**src/rtl/mult_pkg.sv**
```systemverilog
// ============================================================================
// mult_pkg : shared FSM encoding and widths for the shift-add multiplier
// Rev 1.0
// ============================================================================
`default_nettype none

package mult_pkg;

    localparam int OPW      = 8;
    localparam int PRODW    = 16;
    localparam int MUL_ITER = 8;
    localparam int CNTW     = 3;

    localparam logic [CNTW-1:0] CNT_LAST = CNTW'(MUL_ITER - 1);

    // 2'd3 is unused and falls back to S_IDLE on the next edge
    typedef enum logic [1:0] {
        S_IDLE = 2'd0,
        S_RUN  = 2'd1,
        S_DONE = 2'd2
    } state_t;

endpackage

`default_nettype wire

```
**src/rtl/adder_cout.sv**
```systemverilog
// ============================================================================
// adder_cout : 8-bit ripple-carry adder with carry-out, built from full_adder
// Rev 1.0
// ============================================================================
`default_nettype none

module full_adder (
    input  logic a,
    input  logic b,
    input  logic ci,
    output logic s,
    output logic co
);
    assign s  = a ^ b ^ ci;
    assign co = (a & b) | (ci & (a ^ b));
endmodule

module adder_cout
    import mult_pkg::*;
(
    input  logic [OPW-1:0] op1,
    input  logic [OPW-1:0] op2,
    input  logic           cin,
    output logic [OPW-1:0] sum,
    output logic           cout
);

    logic [OPW:0] carry;

    assign carry[0] = cin;
    assign cout     = carry[OPW];

    for (genvar i = 0; i < OPW; i++) begin : g_bit
        full_adder u_fa (
            .a  (op1[i]),
            .b  (op2[i]),
            .ci (carry[i]),
            .s  (sum[i]),
            .co (carry[i+1])
        );
    end

endmodule

`default_nettype wire

```
**src/rtl/shift_add_multiplier.sv**
```systemverilog
// ============================================================================
// shift_add_multiplier : 8x8 unsigned multi-cycle multiplier, one add-shift
// iteration per cycle through a shared ripple adder.  Rev 1.0
// ============================================================================
`default_nettype none

module shift_add_multiplier
    import mult_pkg::*;
(
    input  logic             CLK,
    input  logic             RESET_N,
    input  logic             START,
    input  logic [OPW-1:0]   MCAND,
    input  logic [OPW-1:0]   MPLIER,
    output logic             BUSY,
    output logic             DONE,
    output logic [PRODW-1:0] PRODUCT,
    output logic             OVERFLOW
);

    state_t          state, state_next;
    logic [OPW-1:0]  m, a, q;
    logic [CNTW-1:0] cnt;
    logic [PRODW-1:0] product;
    logic            overflow;

    logic [OPW-1:0]  add_b, sum, a_shift, q_shift;
    logic            cout, accept, last_iter;

    assign add_b = q[0] ? m : '0;

    adder_cout u_adder (
        .op1  (a),
        .op2  (add_b),
        .cin  (1'b0),
        .sum  (sum),
        .cout (cout)
    );

    // {C,A',Q} shifted right by one: carry drops into A[7], A'[0] into Q[7]
    assign a_shift   = {cout, sum[OPW-1:1]};
    assign q_shift   = {sum[0], q[OPW-1:1]};
    assign accept    = START && ((state == S_IDLE) || (state == S_DONE));
    assign last_iter = (cnt == CNT_LAST);

    always_ff @(posedge CLK) begin
        if (!RESET_N) begin
            state <= S_IDLE;
        end else begin
            state <= state_next;
        end
    end

    always_comb begin
        state_next = S_IDLE;
        case (state)
            S_IDLE:  state_next = START ? S_RUN : S_IDLE;
            S_RUN:   state_next = last_iter ? S_DONE : S_RUN;
            S_DONE:  state_next = START ? S_RUN : S_IDLE;
            default: state_next = S_IDLE;
        endcase
    end

    always_ff @(posedge CLK) begin
        if (!RESET_N) begin
            m        <= '0;
            a        <= '0;
            q        <= '0;
            cnt      <= '0;
            product  <= '0;
            overflow <= 1'b0;
        end else if (accept) begin
            m   <= MCAND;
            q   <= MPLIER;
            a   <= '0;
            cnt <= '0;
        end else if (state == S_RUN) begin
            a   <= a_shift;
            q   <= q_shift;
            cnt <= cnt + CNTW'(1);
            if (last_iter) begin
                product  <= {a_shift, q_shift};
                overflow <= (a_shift != '0);
            end
        end
    end

    assign BUSY     = (state == S_RUN);
    assign DONE     = (state == S_DONE);
    assign PRODUCT  = product;
    assign OVERFLOW = overflow;

endmodule

`default_nettype wire

```
**config.mk**
```make
export PLATFORM = sky130hd
export DESIGN_NAME = shift_add_multiplier
export DESIGN_NICKNAME = d
export VERILOG_FILES = /design/src/rtl/mult_pkg.sv /design/src/rtl/adder_cout.sv /design/src/rtl/shift_add_multiplier.sv
export SDC_FILE = /design/constraint.sdc
export NUM_CORES = 1
export LEC_CHECK = 0
export BUFFER_PORTS_ARGS = -buffer_cell sky130_fd_sc_hd__buf_4
export CORE_MARGIN = 2
export CORE_UTILIZATION = 57
export CTS_BUF_LIST = sky130_fd_sc_hd__clkbuf_8
export DETAILED_ROUTE_END_ITERATION = 16
export HOLD_SLACK_MARGIN = 0.1
export PLACE_DENSITY = 0.82
export SLEW_MARGIN = 10
export SYNTH_ARGS = -nofsm -noshare
export SYNTH_HDL_FRONTEND = slang
export SYNTH_SLANG_ARGS = --single-unit
```
**constraint.sdc**
```tcl
create_clock -name CLK -period 5.1 [get_ports CLK]
set_clock_uncertainty 0.2 [all_clocks]
set_input_delay 0.51 -clock CLK [delete_from_list [all_inputs] [get_ports CLK]]
set_output_delay 0.51 -clock CLK [all_outputs]
set_load 0.05 [all_outputs]
```
# After elaboration in Yosys (flattened, before gate mapping)
# Cells that the tools add are included.
dict set report totals {
  reg_bits 46
  input_bits 19
}
dict set report classes {
  add_sub_neg 1
  eq_ne 3
  n_mux 6
  bitwise 39
  reduce_logical 8
}
# cell count
set op_table {}
lappend op_table {{$mux 8} 3}
lappend op_table {{$and 1x1->1} 15}
lappend op_table {{$xor 1x1->1} 15}
lappend op_table {{$reduce_bool 8->1} 1}
lappend op_table {{$or 1x1->1} 7}
lappend op_table {{$pmux 2 s2} 1}
lappend op_table {{$reduce_or 2->1} 2}
lappend op_table {{$add 3x1->3 const B} 1}
lappend op_table {{$eq 3x3->1 const B} 1}
lappend op_table {{$reduce_and 3->1} 1}
lappend op_table {{$eq 2x1->1 const B} 1}
lappend op_table {{$eq 2x2->1 const B} 1}
lappend op_table {{$logic_not 2->1} 1}
lappend op_table {{$mux 2} 1}
lappend op_table {{$not 1->1} 2}
lappend op_table {{$reduce_bool 2->1} 1}
lappend op_table {{$logic_and 1x1->1} 1}
lappend op_table {{$logic_or 1x1->1} 1}
lappend op_table {{$mux 1} 1}

# Longest topological paths before layout
dict set report depth {
  depth_word 17
  mapped_depth 18
}

# Hierarchy
# A second synthesis with hierarchy kept.
dict set report unflattened {
  hier_cells 224
  hier_area_um2 2005.7
}
# module instances cells_per_inst area_each_um2 seq_area_each_um2
set by_module_without_submodules {}
lappend by_module_without_submodules {shift_add_multiplier 1 216 1845.5 920.9}
lappend by_module_without_submodules {full_adder 8 1 20.0 0.0}

# Worst setup path after synthesis
# No wires, ideal clock.
dict set report synth_path {
  path_type {register -> register}
  start {reg q[0]}
  end {reg overflow, in the netlist OVERFLOW}
  arrival_ns 3.313
  required_time_ns 4.772
  path_slack_ns 1.459
  path_stages_with_launch 19
  period_less_slack_ns 3.641
  cell_sequence {dfxtp_1 clkbuf_1 and2_1 ha_1 inv_1 fa_1 fa_1 inv_1 fa_1 fa_1 inv_1 fa_1 inv_1 fa_1 inv_1 fa_1 nand4_1 nor2_1 a21oi_1}
}
dict set report synth_via {
  elab_chain_cells 17
}
# element line
set synth_lines {}
lappend synth_lines {{from (decl)} shift_add_multiplier.sv:22} ;# logic [OPW-1:0] m, a, q;
lappend synth_lines {{from (signal assigned)} shift_add_multiplier.sv:79} ;# q <= q_shift;
lappend synth_lines {{$mux 8 *} shift_add_multiplier.sv:30} ;# assign add_b = q[0] ? m : '0;
lappend synth_lines {{$and 1x1->1 / $xor 1x1->1 (equally long branches)} {adder_cout.sv:15, adder_cout.sv:14}}
lappend synth_lines {{$and 1x1->1} adder_cout.sv:15} ;# assign co = (a & b) | (ci & (a ^ b));
lappend synth_lines {{$or 1x1->1} adder_cout.sv:15}
lappend synth_lines {{$and 1x1->1} adder_cout.sv:15}
lappend synth_lines {{$or 1x1->1} adder_cout.sv:15}
lappend synth_lines {{$and 1x1->1} adder_cout.sv:15}
lappend synth_lines {{$or 1x1->1} adder_cout.sv:15}
lappend synth_lines {{$and 1x1->1} adder_cout.sv:15}
lappend synth_lines {{$or 1x1->1} adder_cout.sv:15}
lappend synth_lines {{$and 1x1->1} adder_cout.sv:15}
lappend synth_lines {{$or 1x1->1} adder_cout.sv:15}
lappend synth_lines {{$and 1x1->1} adder_cout.sv:15}
lappend synth_lines {{$or 1x1->1} adder_cout.sv:15}
lappend synth_lines {{$and 1x1->1} adder_cout.sv:15}
lappend synth_lines {{$or 1x1->1} adder_cout.sv:15}
lappend synth_lines {{$reduce_bool 8->1 *} shift_add_multiplier.sv:83} ;# overflow <= (a_shift != '0);
lappend synth_lines {{to (signal assigned)} shift_add_multiplier.sv:83}
lappend synth_lines {{to (decl)} shift_add_multiplier.sv:25} ;# logic overflow;
# Every way passes the cells marked *; elsewhere a longest branch is shown, timed or not.
# A chain may end at the register's enable or synchronous reset.

# Final worst setup path
# Same ends and word-level chain as after synthesis.

==> run summary <==
====================================================================================
Syn avg cell area .....................................................   9.12 sq um
Post-CTS setup repair buffer count ....................................            0
Effective utilization at floorplan ....................................        0.603
Slew of the pin with the lowest slew margin ...........................      1.16 ns
Total chip power ......................................................       683 uW
HP Class ..............................................................      reg2reg
Minimum period implied by the final worst setup slack .................      3.73 ns
Cell area after technology mapping .................................... 0.00204 sq mm
Total buffers and inverters traversed by the critical path ............            5
Number of fill cells in the layout ....................................          262
Levels on crit path ...................................................           17
Antenna-violating nets left ...........................................            0
Core Area ............................................................. 0.00339 sq mm
Total Routing Usage GR ................................................        0.210
Largest net degree at the start of global routing .....................           37
Cells resized by post-CTS repair ......................................            0
Number of port buffers ................................................           37
Cells on worst reg2reg path ...........................................           17
Register-to-register path setup slack .................................      1.37 ns
Max-slew violation count ..............................................            0
Share of async-settable or async-resettable flops after synthesis .....            0
Hold Fails Final Rpt ..................................................            0
Crit Path Category ....................................................      reg2reg
HPWL reported at the end of detailed placement ........................      2650 um
Via count of the first global-routing pass ............................         1451
Clock Pin Slew Worst Setup and Hold Paths .............................      0.08 ns
Crit start category ...................................................     register
Wire length of the first global-routing pass ..........................      6650 um
Dominant cell type by count on the critical path ......................         fa_1
Clock insertion delay at the later pin of the skew report .............      0.30 ns
Headroom to the max-slew limit ........................................        0.227
Source of the critical timing path ....................................         q[0]
Worst setup path endpoint .............................................     OVERFLOW
Total Nets Final ......................................................          280
Mean routed wirelength per cell .......................................      13.0 um
Pre-antenna DRT Iters .................................................            5
Power per cell area ...................................................  290 mW/mm^2
Number of failing setup endpoints in the final timing report ..........            0
Area growth from synthesis to layout ..................................        15.1%
Post-synth top area cell ..............................................      dfxtp_1
TritonCTS sink count ..................................................           46
Cts bufs inserted .....................................................            5
CP peak stage delay ...................................................      0.53 ns
Syn Nets ..............................................................          253
Total via count after detailed routing ................................         1582
Number of antenna cells inserted ......................................            0
Die extent in y .......................................................      63.9 um
Register area share after synthesis ...................................        0.451
Maximum clock path buffer count .......................................            2
Iteration-0 DRC count of the detailed router ..........................          126
Synth area leaders .................................................... dfxtp_1 (45%), nand2_1 (10%), fa_1 (6.9%)
Clock Root Buffer .....................................................     clkbuf_8
DRC violation count after routing .....................................            0
Deepest level of the CTS H-tree .......................................            2
Sequence of cells on the critical path ................................ and2_1 > ha_1 > inv_1 > fa_1 > fa_1 > inv_1 > fa_1 > fa_1 > inv_1 > fa_1 > inv_1 > fa_1 > inv_1 > fa_1 > nand4_1 > nor2_1 > a21oi_1
Unique cell type count in the Yosys netlist ...........................           33
Run status ............................................................ finished clean
Dominant synthesized flop cell ........................................      dfxtp_1
Critical R2R Launch ...................................................         q[0]
Critical-path top delay cell ..........................................         fa_1
Arrival time of data at the critical path endpoint ....................      3.72 ns
Share of the clock period used by the worst path ......................        0.732
FP Rows ...............................................................           21
Critical path capture point type ......................................     register
Leakage power total ...................................................  0.000996 uW
Placer congestion estimate ............................................        0.762
Critical Path Fanout Max ..............................................            9
Number of buffers inserted for hold repair after clock tree synthesis .            0
Depth of the worst hold-timing path ...................................            2
Overall routed net length .............................................      3870 um
Number of top-level pins ..............................................           38
Data required time of the critical path ...............................      5.08 ns
Number of antenna violations at the first check in global routing .....            0
Crit Reg-Reg Endpoint .................................................     OVERFLOW
Max Clk Rate ..........................................................      268 MHz
Worst voltage drop across the vdd grid ................................       190 uV
Unrepaired setup endpoints after global routing .......................        false
Max-capacitance violation count .......................................            0
Synthesized instance count ............................................          224
Detail-routed via count per cell ......................................         5.31
Post-synth EDFFs ......................................................            0
Total number of yosys warnings ........................................            0
Final setup TNS .......................................................         0 ns
Horizontal die dimension ..............................................      63.9 um
Area of the die ....................................................... 0.00408 sq mm
Total grt overflow ....................................................            0
Share of final-layout standard cells stronger than drive strength 1 ...        0.202
CTS tree ..............................................................        built
Area share of the largest cell type after synthesis ...................        0.451
Synthesis-stage register bit count ....................................           46
Kind of cell with the highest combined delay on the critical path .....  adder cells
====================================================================================
==> tightest hold or removal path: stages, from the launching register on <==
cell and delay [ns]:
dfxtp_1 0.31, nand2_1 0.05, a21boi_1 0.05
==> worst min path at each step <==
stage | startpoint | endpoint | slack [ns]
floorplan | a[2] | a[2] | 0.24
global placement | PRODUCT[11] | PRODUCT[11] | 0.24
detailed placement | PRODUCT[4] | PRODUCT[4] | 0.25
CTS | PRODUCT[4] | PRODUCT[4] | 0.26
global route | MCAND[3] | m[3] | 0.26
finish | PRODUCT[13] | PRODUCT[13] | 0.25
==> routing by layer <==
metal,GRT usage,wire length (um),up-vias
met5,0,0,-
met4,0.0897,54,0
met3,0.0423,214,7
met2,0.336,1860,49
met1,0.275,1740,731
li1,-,-,795
==> flip-flops by register name (all words and copies together) (netlist names) <==
name	count
OVERFLOW	1
PRODUCT	16
a	8
cnt	3
m	8
q	8
state	2
==> cells in the mapped netlist (all sizes together) (2+ instances only) <==
| cell | n |
|---|---|
| a211oi | 5 |
| a21boi | 19 |
| a21oi | 6 |
| and2 | 6 |
| buf | 12 |
| clkbuf | 5 |
| dfxtp | 46 |
| fa | 7 |
| ha | 3 |
| inv | 10 |
| nand2 | 58 |
| nand2b | 2 |
| nor2 | 15 |
| nor3 | 8 |
| o211a | 5 |
| o21ai | 2 |
| o221ai | 8 |
==> through the flow <==
stage | util | hold WS (ns) | cell area, sq um | std cells | setup slack [ns]
after global routing | 0.694 | 0.264 | 2350 | 298 | 1.13
after detailed placement | 0.667 | 0.246 | 2260 | 290 | 1.36
after global placement | 0.667 | 0.242 | 2260 | 290 | 1.46
final | 0.694 | 0.254 | 2350 | 298 | 1.37
after CTS | 0.694 | 0.257 | 2350 | 298 | 1.36
after floorplan | - | 0.235 | 2040 | 224 | 1.46
==> report_power, final <==
group | total [uW] | switching, uW | internal, uW
clock | 225 | 117 | 107
sequential | 384 | 10.9 | 373
combinational | 73.8 | 42.7 | 31.1
==> layout by cell type (no fill, tap or decap), drive strengths merged <==
cell	synthesis	final
nand2	58	58
dfxtp	46	46
buf	12	37
a21boi	19	19
nor2	15	15
inv	10	11
o221ai	8	8
nor3	8	8
fa	7	7
and2	6	6
a21oi	6	6
clkbuf	5	6
o211a	5	5
a211oi	5	5
ha	3	3
nand2b	2	2
o21ai	2	2
nor2b	1	1
xnor2	1	1
and3b	1	1
nand3b	1	1
nor4b	1	1
nand4	1	1
and2b	1	1
clkinv	0	1
==> cell families after synthesis <==
logic type	share of synthesized area
XOR/XNOR	0.00429
flip-flops	0.451
adder cells (fa/ha/maj)	0.0870
AND/OR/NAND/NOR	0.205
AO/OA/AOI/OAI	0.176
buffers and inverters	0.0765
==> cell type report <==
type                            instances  area [sq um]  area share
Clock buffer                            6          82.6      0.0351
Clock inverter                          2          8.76     0.00373
Inverter                               10          37.5      0.0160
Multi-Input combinational cell        151           966       0.411
Sequential cell                        46           921       0.392
Tap cell                               46          57.6      0.0245
Timing Repair Buffer                   37           278       0.118
Power figures use the tool's default switching activity.
